File: src/rtl/id_hazard_unit_pkg.sv
`default_nettype none
// ============================================================================
// Module      : id_hazard_unit_pkg
// Description : Shared stall-cause codes and register constants for the ID
//               stage hazard / forwarding unit.
// Revision    : 1.0 - initial release
// ============================================================================
package id_hazard_unit_pkg;

    // Stall cause reported alongside the stall line
    typedef enum logic [1:0] {
        CAUSE_NONE   = 2'd0,
        CAUSE_LOAD   = 2'd1,
        CAUSE_SB     = 2'd2,
        CAUSE_STRUCT = 2'd3
    } stall_cause_e;

    // Architectural zero register: never forwarded, never a dependency
    localparam logic [4:0] REG_ZERO = 5'd0;

endpackage : id_hazard_unit_pkg
`default_nettype wire

File: src/rtl/id_hazard_unit_fwd_select.sv
`default_nettype none
// ============================================================================
// Module      : id_hazard_unit_fwd_select
// Description : Priority operand select for one source register. The lowest
//               matching forwarding stage (youngest) wins; register 0 always
//               reads as zero.
// Revision    : 1.0 - initial release
// ============================================================================
module id_hazard_unit_fwd_select
    import id_hazard_unit_pkg::*;
#(
    parameter int XLEN    = 32,
    parameter int NUM_FWD = 2
) (
    input  logic [4:0]              addr,
    input  logic [XLEN-1:0]         rf_data,
    input  logic [NUM_FWD-1:0]      fwd_wena,
    input  logic [5*NUM_FWD-1:0]    fwd_waddr,
    input  logic [NUM_FWD-1:0]      fwd_ready,
    input  logic [XLEN*NUM_FWD-1:0] fwd_data,
    output logic [XLEN-1:0]         data,
    output logic                    hit,
    output logic                    not_ready
);

    // Walk oldest to youngest so the youngest match overwrites; only the
    // selected stage's readiness matters, older matches are shadowed.
    always_comb begin
        data      = rf_data;
        hit       = 1'b0;
        not_ready = 1'b0;
        for (int i = NUM_FWD - 1; i >= 0; i--) begin
            if (fwd_wena[i] && (fwd_waddr[5*i +: 5] == addr)) begin
                data      = fwd_data[XLEN*i +: XLEN];
                hit       = 1'b1;
                not_ready = !fwd_ready[i];
            end
        end
        if (addr == REG_ZERO) begin
            data      = '0;
            hit       = 1'b0;
            not_ready = 1'b0;
        end
    end

endmodule : id_hazard_unit_fwd_select
`default_nettype wire

File: src/rtl/id_hazard_unit.sv
`default_nettype none
// ============================================================================
// Module      : id_hazard_unit
// Description : ID-stage operand forwarding over NUM_FWD stages, load-use
//               detection, single-entry scoreboard for a long-latency unit,
//               structural stall and saturating hazard-cycle counter.
// Revision    : 1.0 - initial release
// ============================================================================
module id_hazard_unit
    import id_hazard_unit_pkg::*;
#(
    parameter int XLEN    = 32,
    parameter int NUM_FWD = 2,
    parameter int MC_LAT  = 32,
    parameter int CNT_W   = 6
) (
    input  logic                    clk,
    input  logic                    rst,
    input  logic                    stop,
    input  logic                    id_valid,
    input  logic [4:0]              id_rs,
    input  logic [4:0]              id_rt,
    input  logic                    id_rs_rena,
    input  logic                    id_rt_rena,
    input  logic [XLEN-1:0]         rf_rs_data,
    input  logic [XLEN-1:0]         rf_rt_data,
    input  logic [NUM_FWD-1:0]      fwd_wena,
    input  logic [5*NUM_FWD-1:0]    fwd_waddr,
    input  logic [NUM_FWD-1:0]      fwd_ready,
    input  logic [XLEN*NUM_FWD-1:0] fwd_data,
    input  logic                    mc_issue,
    input  logic [4:0]              mc_waddr,
    input  logic                    mc_done,
    output logic [XLEN-1:0]         rs_data,
    output logic [XLEN-1:0]         rt_data,
    output logic                    stall,
    output logic [1:0]              stall_cause,
    output logic                    mc_busy,
    output logic [31:0]             stall_cnt
);

    // Counter reload: the issue cycle's edge already counts as one cycle
    localparam logic [CNT_W-1:0] MC_LAT_M1 = CNT_W'(MC_LAT - 1);

    logic             rs_hit, rs_not_ready;
    logic             rt_hit, rt_not_ready;
    logic [4:0]       mc_dest;
    logic [CNT_W-1:0] mc_cnt;
    logic             load_hz, sb_hz, struct_hz, hazard, issue_ok;
    stall_cause_e     cause;

    id_hazard_unit_fwd_select #(
        .XLEN    (XLEN),
        .NUM_FWD (NUM_FWD)
    ) u_fwd_select_rs (
        .addr      (id_rs),
        .rf_data   (rf_rs_data),
        .fwd_wena  (fwd_wena),
        .fwd_waddr (fwd_waddr),
        .fwd_ready (fwd_ready),
        .fwd_data  (fwd_data),
        .data      (rs_data),
        .hit       (rs_hit),
        .not_ready (rs_not_ready)
    );

    id_hazard_unit_fwd_select #(
        .XLEN    (XLEN),
        .NUM_FWD (NUM_FWD)
    ) u_fwd_select_rt (
        .addr      (id_rt),
        .rf_data   (rf_rt_data),
        .fwd_wena  (fwd_wena),
        .fwd_waddr (fwd_waddr),
        .fwd_ready (fwd_ready),
        .fwd_data  (fwd_data),
        .data      (rt_data),
        .hit       (rt_hit),
        .not_ready (rt_not_ready)
    );

    // Hazard classification with fixed priority load-use > scoreboard > structural
    always_comb begin
        load_hz   = id_valid & ((id_rs_rena & rs_hit & rs_not_ready) |
                                (id_rt_rena & rt_hit & rt_not_ready));
        sb_hz     = id_valid & mc_busy & (mc_dest != REG_ZERO) &
                    ((id_rs_rena & (id_rs == mc_dest)) |
                     (id_rt_rena & (id_rt == mc_dest)));
        struct_hz = id_valid & mc_issue & mc_busy;
        hazard    = load_hz | sb_hz | struct_hz;
        if (load_hz)        cause = CAUSE_LOAD;
        else if (sb_hz)     cause = CAUSE_SB;
        else if (struct_hz) cause = CAUSE_STRUCT;
        else                cause = CAUSE_NONE;
        stall       = stop | hazard;
        stall_cause = cause;
        issue_ok    = id_valid & mc_issue & ~stall;
    end

    // Scoreboard entry and latency counter; counting ignores stop
    always_ff @(posedge clk or posedge rst) begin
        if (rst) begin
            mc_busy <= 1'b0;
            mc_dest <= REG_ZERO;
            mc_cnt  <= '0;
        end else if (issue_ok) begin
            mc_busy <= 1'b1;
            mc_dest <= mc_waddr;
            mc_cnt  <= MC_LAT_M1;
        end else if (mc_busy) begin
            if ((mc_cnt == '0) || mc_done) begin
                mc_busy <= 1'b0;
            end else begin
                mc_cnt <= mc_cnt - 1'b1;
            end
        end
    end

    // Saturating count of hazard cycles; external stop alone is not counted
    always_ff @(posedge clk or posedge rst) begin
        if (rst) begin
            stall_cnt <= '0;
        end else if (hazard && (stall_cnt != 32'hFFFF_FFFF)) begin
            stall_cnt <= stall_cnt + 32'd1;
        end
    end

endmodule : id_hazard_unit
`default_nettype wire

File: config.mk
export PLATFORM = sky130hd
export DESIGN_NAME = id_hazard_unit
export DESIGN_NICKNAME = d
export VERILOG_FILES = /design/src/rtl/id_hazard_unit_pkg.sv /design/src/rtl/id_hazard_unit_fwd_select.sv /design/src/rtl/id_hazard_unit.sv
export SDC_FILE = /design/constraint.sdc
export NUM_CORES = 1
export LEC_CHECK = 0
export BUFFER_PORTS_ARGS = -buffer_cell sky130_fd_sc_hd__buf_2
export CAP_MARGIN = 20
export CELL_PAD_IN_SITES_DETAIL_PLACEMENT = 0
export CELL_PAD_IN_SITES_GLOBAL_PLACEMENT = 2
export CORE_ASPECT_RATIO = 2
export CORE_MARGIN = 2
export CORE_UTILIZATION = 27
export CTS_BUF_LIST = sky130_fd_sc_hd__clkbuf_8 sky130_fd_sc_hd__clkbuf_16
export DETAILED_ROUTE_END_ITERATION = 10
export MAX_ROUTING_LAYER = met4
export PLACE_DENSITY_LB_ADDON = 0.1
export SLEW_MARGIN = 20
export SYNTH_ARGS = -nofsm -noshare
export SYNTH_HDL_FRONTEND = slang
export SYNTH_HIERARCHICAL = 1
export SYNTH_SLANG_ARGS = --single-unit
File: constraint.sdc
create_clock -name clk -period 3.9 [get_ports clk]
set_clock_uncertainty 0.1 [all_clocks]
set_input_delay 0.195 -clock clk [delete_from_list [all_inputs] [get_ports clk]]
set_output_delay 0.195 -clock clk [all_outputs]
set_load 0.01 [all_outputs]
### After elaboration in Yosys (flattened, before gate mapping)

Cells that the tools add are included.

* bits in latches: 0
* register bits: 44
* output and inout port bits: 100
* memories kept: 0
* ROM bits: 0
* bits in writable memories: 0
* logic and storage cells: 74
* bits of input ports: 165

* equal/unequal tests: 8
* mux-type cells: 27
* bitwise gates (word level): 19
* add/sub/neg operators: 2
* divide/modulo/power cells: 0
* multiply operators: 0
* shift operators: 0
* order comparisons: 0
* reduce and logical (&&, ||, !) cells: 14

Operators with widths (count)
* 32-bit 2-to-1 mux: 6
* 32-bit by 1-bit adder with 32-bit output (second input constant): 1
* 32-bit inequality test (second input constant): 1
* 5-bit == test: 6
* 6-bit 2-to-1 mux: 3
* 1-bit 2-to-1 mux: 15
* 1-bit bitwise AND: 13
* 5-bit logical NOT: 2
* 6-bit logical NOT: 1
* 2-bit 2-to-1 mux: 3
* 6-bit by 1-bit subtractor with 6-bit output (second input constant): 1
* 1-bit logical AND: 5
* 1-bit OR: 5
* 5-bit nonzero test: 1
* 1-bit logical NOT: 2
* 2-bit inequality test (second input constant): 1
* 2-bit AND reduction: 1
* 2-bit nonzero test: 1
* 1-bit logical OR: 1
* 1-bit NOT: 1

### Depth between registers and ports, before layout

* depth after elaboration: 16
* depth in mapped cells: 12

### Hierarchy

The synthesis kept the hierarchy.

Modules (own cells, without submodules)
* id_hazard_unit_fwd_select: area an instance 1313.8 sq um, instances 2, cells an instance 181, sequential area each 0.0 sq um
* id_hazard_unit: area an instance 2408.6 sq um, instances 1, cells an instance 230, sequential area each 1101.1 sq um

### Least setup slack after synthesis

No wires, ideal clock.

* path type: input to register
* start point: input port id_rs[2]
* end point: register mc_dest[0]
* setup time: 125 ps
* path slack: 1242 ps
* arrival time: 2433 ps
* required time: 3675 ps
* stages: 9
* buffers on the path: 2
* path through: or4_1 nor2_2 buf_2 a21oi_1 nand3_1 nand2_1 or4_1 clkbuf_1 mux2_2

* cells in the longest elaborated chain, start to end: 14

RTL lines
* start, declared: RTL line id_hazard_unit.sv:21 `input logic [4:0] id_rs,`
* 5-bit == test: RTL line id_hazard_unit_fwd_select.sv:33 `if (fwd_wena[i] && (fwd_waddr[5*i +: 5] == addr)) begin`
* 1-bit logical AND: RTL line id_hazard_unit_fwd_select.sv:33
* 1-bit 2-to-1 mux (2 in a row): RTL line id_hazard_unit_fwd_select.sv:33
* 1-bit 2-to-1 mux (*): RTL line id_hazard_unit_fwd_select.sv:39 `if (addr == REG_ZERO) begin`
* net rs_hit: RTL line id_hazard_unit.sv:45 `logic rs_hit, rs_not_ready;`
* 1-bit bitwise AND (*) (2 in a row): RTL line id_hazard_unit.sv:84 `load_hz = id_valid & ((id_rs_rena & rs_hit & rs_not_ready) |`
* 1-bit OR (*): RTL line id_hazard_unit.sv:84
* 1-bit bitwise AND (*): RTL line id_hazard_unit.sv:84
* 1-bit OR (*) (2 in a row): RTL line id_hazard_unit.sv:90 `hazard = load_hz | sb_hz | struct_hz;`
* 1-bit OR (*): RTL line id_hazard_unit.sv:95 `stall = stop | hazard;`
* 1-bit NOT (*): RTL line id_hazard_unit.sv:97 `issue_ok = id_valid & mc_issue & ~stall;`
* 1-bit bitwise AND (*): RTL line id_hazard_unit.sv:97
* end signal, assigned: RTL line id_hazard_unit.sv:108 `mc_dest <= mc_waddr;`
* end, declared: RTL line id_hazard_unit.sv:47 `logic [4:0] mc_dest;`

The timed path passes the listed nets; every way through them passes the cells marked *.
A chain may end at the register's enable or synchronous reset.

### Final worst setup path

* start point: input port fwd_waddr[8]
* end point: output port stall

RTL lines
* start, declared: RTL line id_hazard_unit.sv:28 `input logic [5*NUM_FWD-1:0] fwd_waddr,`
* 5-bit == test: RTL line id_hazard_unit_fwd_select.sv:33
* 1-bit logical AND: RTL line id_hazard_unit_fwd_select.sv:33
* 1-bit 2-to-1 mux (2 in a row): RTL line id_hazard_unit_fwd_select.sv:33
* 1-bit 2-to-1 mux: RTL line id_hazard_unit_fwd_select.sv:39
* net rt_not_ready: RTL line id_hazard_unit.sv:46 `logic rt_hit, rt_not_ready;`
* 1-bit bitwise AND: RTL line id_hazard_unit.sv:85 `(id_rt_rena & rt_hit & rt_not_ready));`
* 1-bit OR: RTL line id_hazard_unit.sv:84
* 1-bit bitwise AND: RTL line id_hazard_unit.sv:84
* 1-bit OR (2 in a row): RTL line id_hazard_unit.sv:90
* 1-bit OR: RTL line id_hazard_unit.sv:95
* end, declared: RTL line id_hazard_unit.sv:36 `output logic stall,`

The timed path passes the listed nets, and every way through them passes these cells.

==> flow_metrics.env <==
export IMPL_slew_headroom_pct=33.5
export IMPL_synth_area_leaders="dfrtp_1 22%, a311oi_2 17%, nand4_1 8.7%, xnor2_1 7.3%, nor3_1 7.2%"
export IMPL_syn_to_final_growth_pct=32.5
export IMPL_cp_top_family="compound AO/OA/AOI/OAI gates"
export IMPL_synth_top_cells_by_count="72 x nor3_1, 70 x nand4_1, 64 x o21ai_0, 58 x a311oi_2, 44 x dfrtp_1"
export IMPL_cts_setup_buffers=0
export IMPL_powerDensity_nw_per_um2=257
export IMPL_yosys_warnings=6
export IMPL_synth_cell_types=53
export IMPL_holdWs_ps=-20.2
export IMPL_crit_fanout=34
export IMPL_synth_compound_area_share_pct=27.1
export IMPL_antenna_found_initial=2
export IMPL_cts_root_buf="clkbuf_16"
export IMPL_path_cells="buf_2 > xnor2_4 > nand3_1 > o41ai_1 > nand3_1 > a31o_2 > a21boi_2 > buf_4 > nand2b_1 > buf_2"
export IMPL_synth_top_family_by_area="simple AND/OR/NAND/NOR gates"
export IMPL_synthCells=592
export IMPL_dp_hpwl_um=19200
export IMPL_vdd_drop_max_mv=0.427
export IMPL_fin_crit_ps=3040
export IMPL_slowest_stage="xnor2_4"
export IMPL_placed_area_sq_um=6480
export IMPL_yosysSeqAreaShare_pct=21.9
export IMPL_final_hold_violation_count=22
export IMPL_ios=265
export IMPL_synth_area_sq_um=5040
export IMPL_vias=5929
export IMPL_setup_tns_ps=0
export IMPL_die_h_um=197
export IMPL_grt_ovfl_total=0
export IMPL_rsz0062_at_grt="no"
export IMPL_synth_fa_ha_area_share_pct=0.745
export IMPL_ant_nets=0
export IMPL_track_usage_pct=24.0
export IMPL_arrival_ps=2740
export IMPL_viasPerCell=5.71
export IMPL_synth_xor_area_share_pct=11.8
export IMPL_worstReg2RegEnd="stall_cnt[11]$_DFFE_PP0P_"
export IMPL_grt_pass1_wl_um=35800
export IMPL_period_share_pct=77.9
export IMPL_dieArea_sq_um=19800
export IMPL_initial_core_util_pct=27.5
export IMPL_critical_path_class="input pin to output pin"
export IMPL_cp_start_kind="input pin"
export IMPL_fp_dieW_um=101
export IMPL_yosysMostFrequentCell="nor3_1"
export IMPL_worst_slew_pin_slew_ps=996
export IMPL_routed_wl_um=24100
export IMPL_drt_pre_antenna_iters=4
export IMPL_fmax_mhz=329
export IMPL_violations="hold timing"
export IMPL_avgSynthCellArea_sq_um=8.51
export IMPL_path_clk_slew_ps=70
export IMPL_cts_buffers=5
export IMPL_synth_mux_area_share_pct=1.34
export IMPL_cpPeakStageDelay_ps=790
export IMPL_ys_ff_latch=44
export IMPL_path_buf_inv=3
export IMPL_cap_viol_max_count=0
export IMPL_leakage_nw=2.77
export IMPL_nets=987
export IMPL_required_ps=3610
export IMPL_status="complete, but fails checks"
export IMPL_core_sq_um=18300
export IMPL_gp_congestion=0.917
export IMPL_end_kind="output pin"
export IMPL_async_reset_ff_share_pct=100
export IMPL_synth_top_area_share_pct=21.9
export IMPL_portBuffers=264
export IMPL_rows=70
export IMPL_fin_area_sq_um=6670
export IMPL_ctsResizeCount=0
export IMPL_r2r_cells=7
export IMPL_wire_per_inst_um=23.2
export IMPL_drive_gt1_share_pct=46.7
export IMPL_setup_violations_final=0
export IMPL_synthSimpleGateAreaFrac_pct=30.1
export IMPL_r2r_setup_slack_ps=1230
export IMPL_hold_class="input pin to asynchronous set/reset pin"
export IMPL_clockBufferDepth=2
export IMPL_synth_edf_count=0
export IMPL_slew_violations=0
export IMPL_grt_start_max_net_pins=55
export IMPL_worstSkewPairLatency_ps=290
export IMPL_postCtsHoldBufs=0
export IMPL_initialDrtViolationCount=184
export IMPL_synth_area_leader_cell="dfrtp_1"
export IMPL_p_total_mw=1.71
export IMPL_synth_nets=760
export IMPL_drc=0
export IMPL_cts_htree_levels=2
export IMPL_cts_sinks=44
export IMPL_first_global_vias=6383
export IMPL_r2r_start="stall_cnt[21]$_DFFE_PP0P_"
export IMPL_synthFlopType="dfrtp_1"
export IMPL_tritoncts="yes"
worst reg2reg max path: cells and delay by family, from the launching register on:
family	cells	cell delay (ps)
buffers and inverters	1	340
AND/OR/NAND/NOR	5	1520
XOR/XNOR	1	150
flip-flops	1	440
final cells by class:
type	count	area (sq um)
fill	2003	11600
multi-input combinational	475	3610
timing repair buffer	285	1490
sequential	44	1100
tap	216	270
clock buffer	5	125
clock inverter	3	46.3
inverter	8	30.0
antenna	2	5.00
sequential cells by signal, summed over array words and instances, names as in the netlist:
register / cells
stall_cnt: 32
mc_cnt: 6
mc_dest: 5
mc_busy: 1
logic make-up after synthesis:
group                    count (synthesis)
AO/OA/AOI/OAI                          141
buffers and inverters                   73
flip-flops                              44
adder cells (fa/ha/maj)                  3
XOR/XNOR                                66
multiplexers                             6
AND/OR/NAND/NOR                        259
per-stage QoR:
stage,cells,setup WS (ps),util [%],hold WS [ps]
3_3_place_gp,1027,647,35.4,305
2_1_floorplan,592,1240,-,245
3_5_place_dp,1027,625,35.4,332
5_1_grt,1038,662,36.5,25.7
4_1_cts,1035,689,36.3,13.2
6_report,1038,864,36.5,-20.2
how the worst max path moves through the flow:
stage / slack (ps) / from / to / cells past startpoint
floorplan: 1240 / id_rs[2] / mc_dest[0]$_DFFE_PP0P_ / 9
global placement: 650 / fwd_waddr[8] / stall_cnt[16]$_DFFE_PP0P_ / 10
detailed placement: 630 / fwd_waddr[8] / stall_cnt[16]$_DFFE_PP0P_ / 10
CTS: 690 / fwd_waddr[8] / rt_data[7] / 6
global route: 660 / fwd_waddr[8] / stall / 10
finish: 860 / fwd_waddr[8] / stall / 10
cell usage in the layout (no fill, tap or decap), drive strengths merged, types with 3 or more instances in the layout:
master,Yosys,routed
buf,26,285
nor3,74,74
nand4,73,73
o21ai,64,64
a311oi,64,64
dfrtp,44,44
xnor2,44,44
nand2,32,32
xor2,22,22
nand3,15,15
nor4,15,15
nor2,12,12
inv,8,9
mux2,6,6
or4,6,6
and3,5,5
clkbuf,39,5
and2,5,5
or3,5,5
nand2b,4,4
and4,4,4
ha,3,3
nor3b,3,3
or2,3,3
layer usage:
metal	GRT usage, %	part of all wire [%]	up-vias
li1	-	-	2772
met1	22.5	33	2854
met2	45.8	56	246
met3	4.07	6.2	57
met4	11.6	4.5	0
met5	-	0	-
where the power goes:
part / switching [mW] / total, mW / leakage (nW) / internal (mW)
clock: 0.190 / 0.494 / 0.0804 / 0.305
sequential: 0.0634 / 0.566 / 0.566 / 0.503
combinational: 0.375 / 0.653 / 2.12 / 0.279
Note: power is estimated with default switching activity, not from simulation.
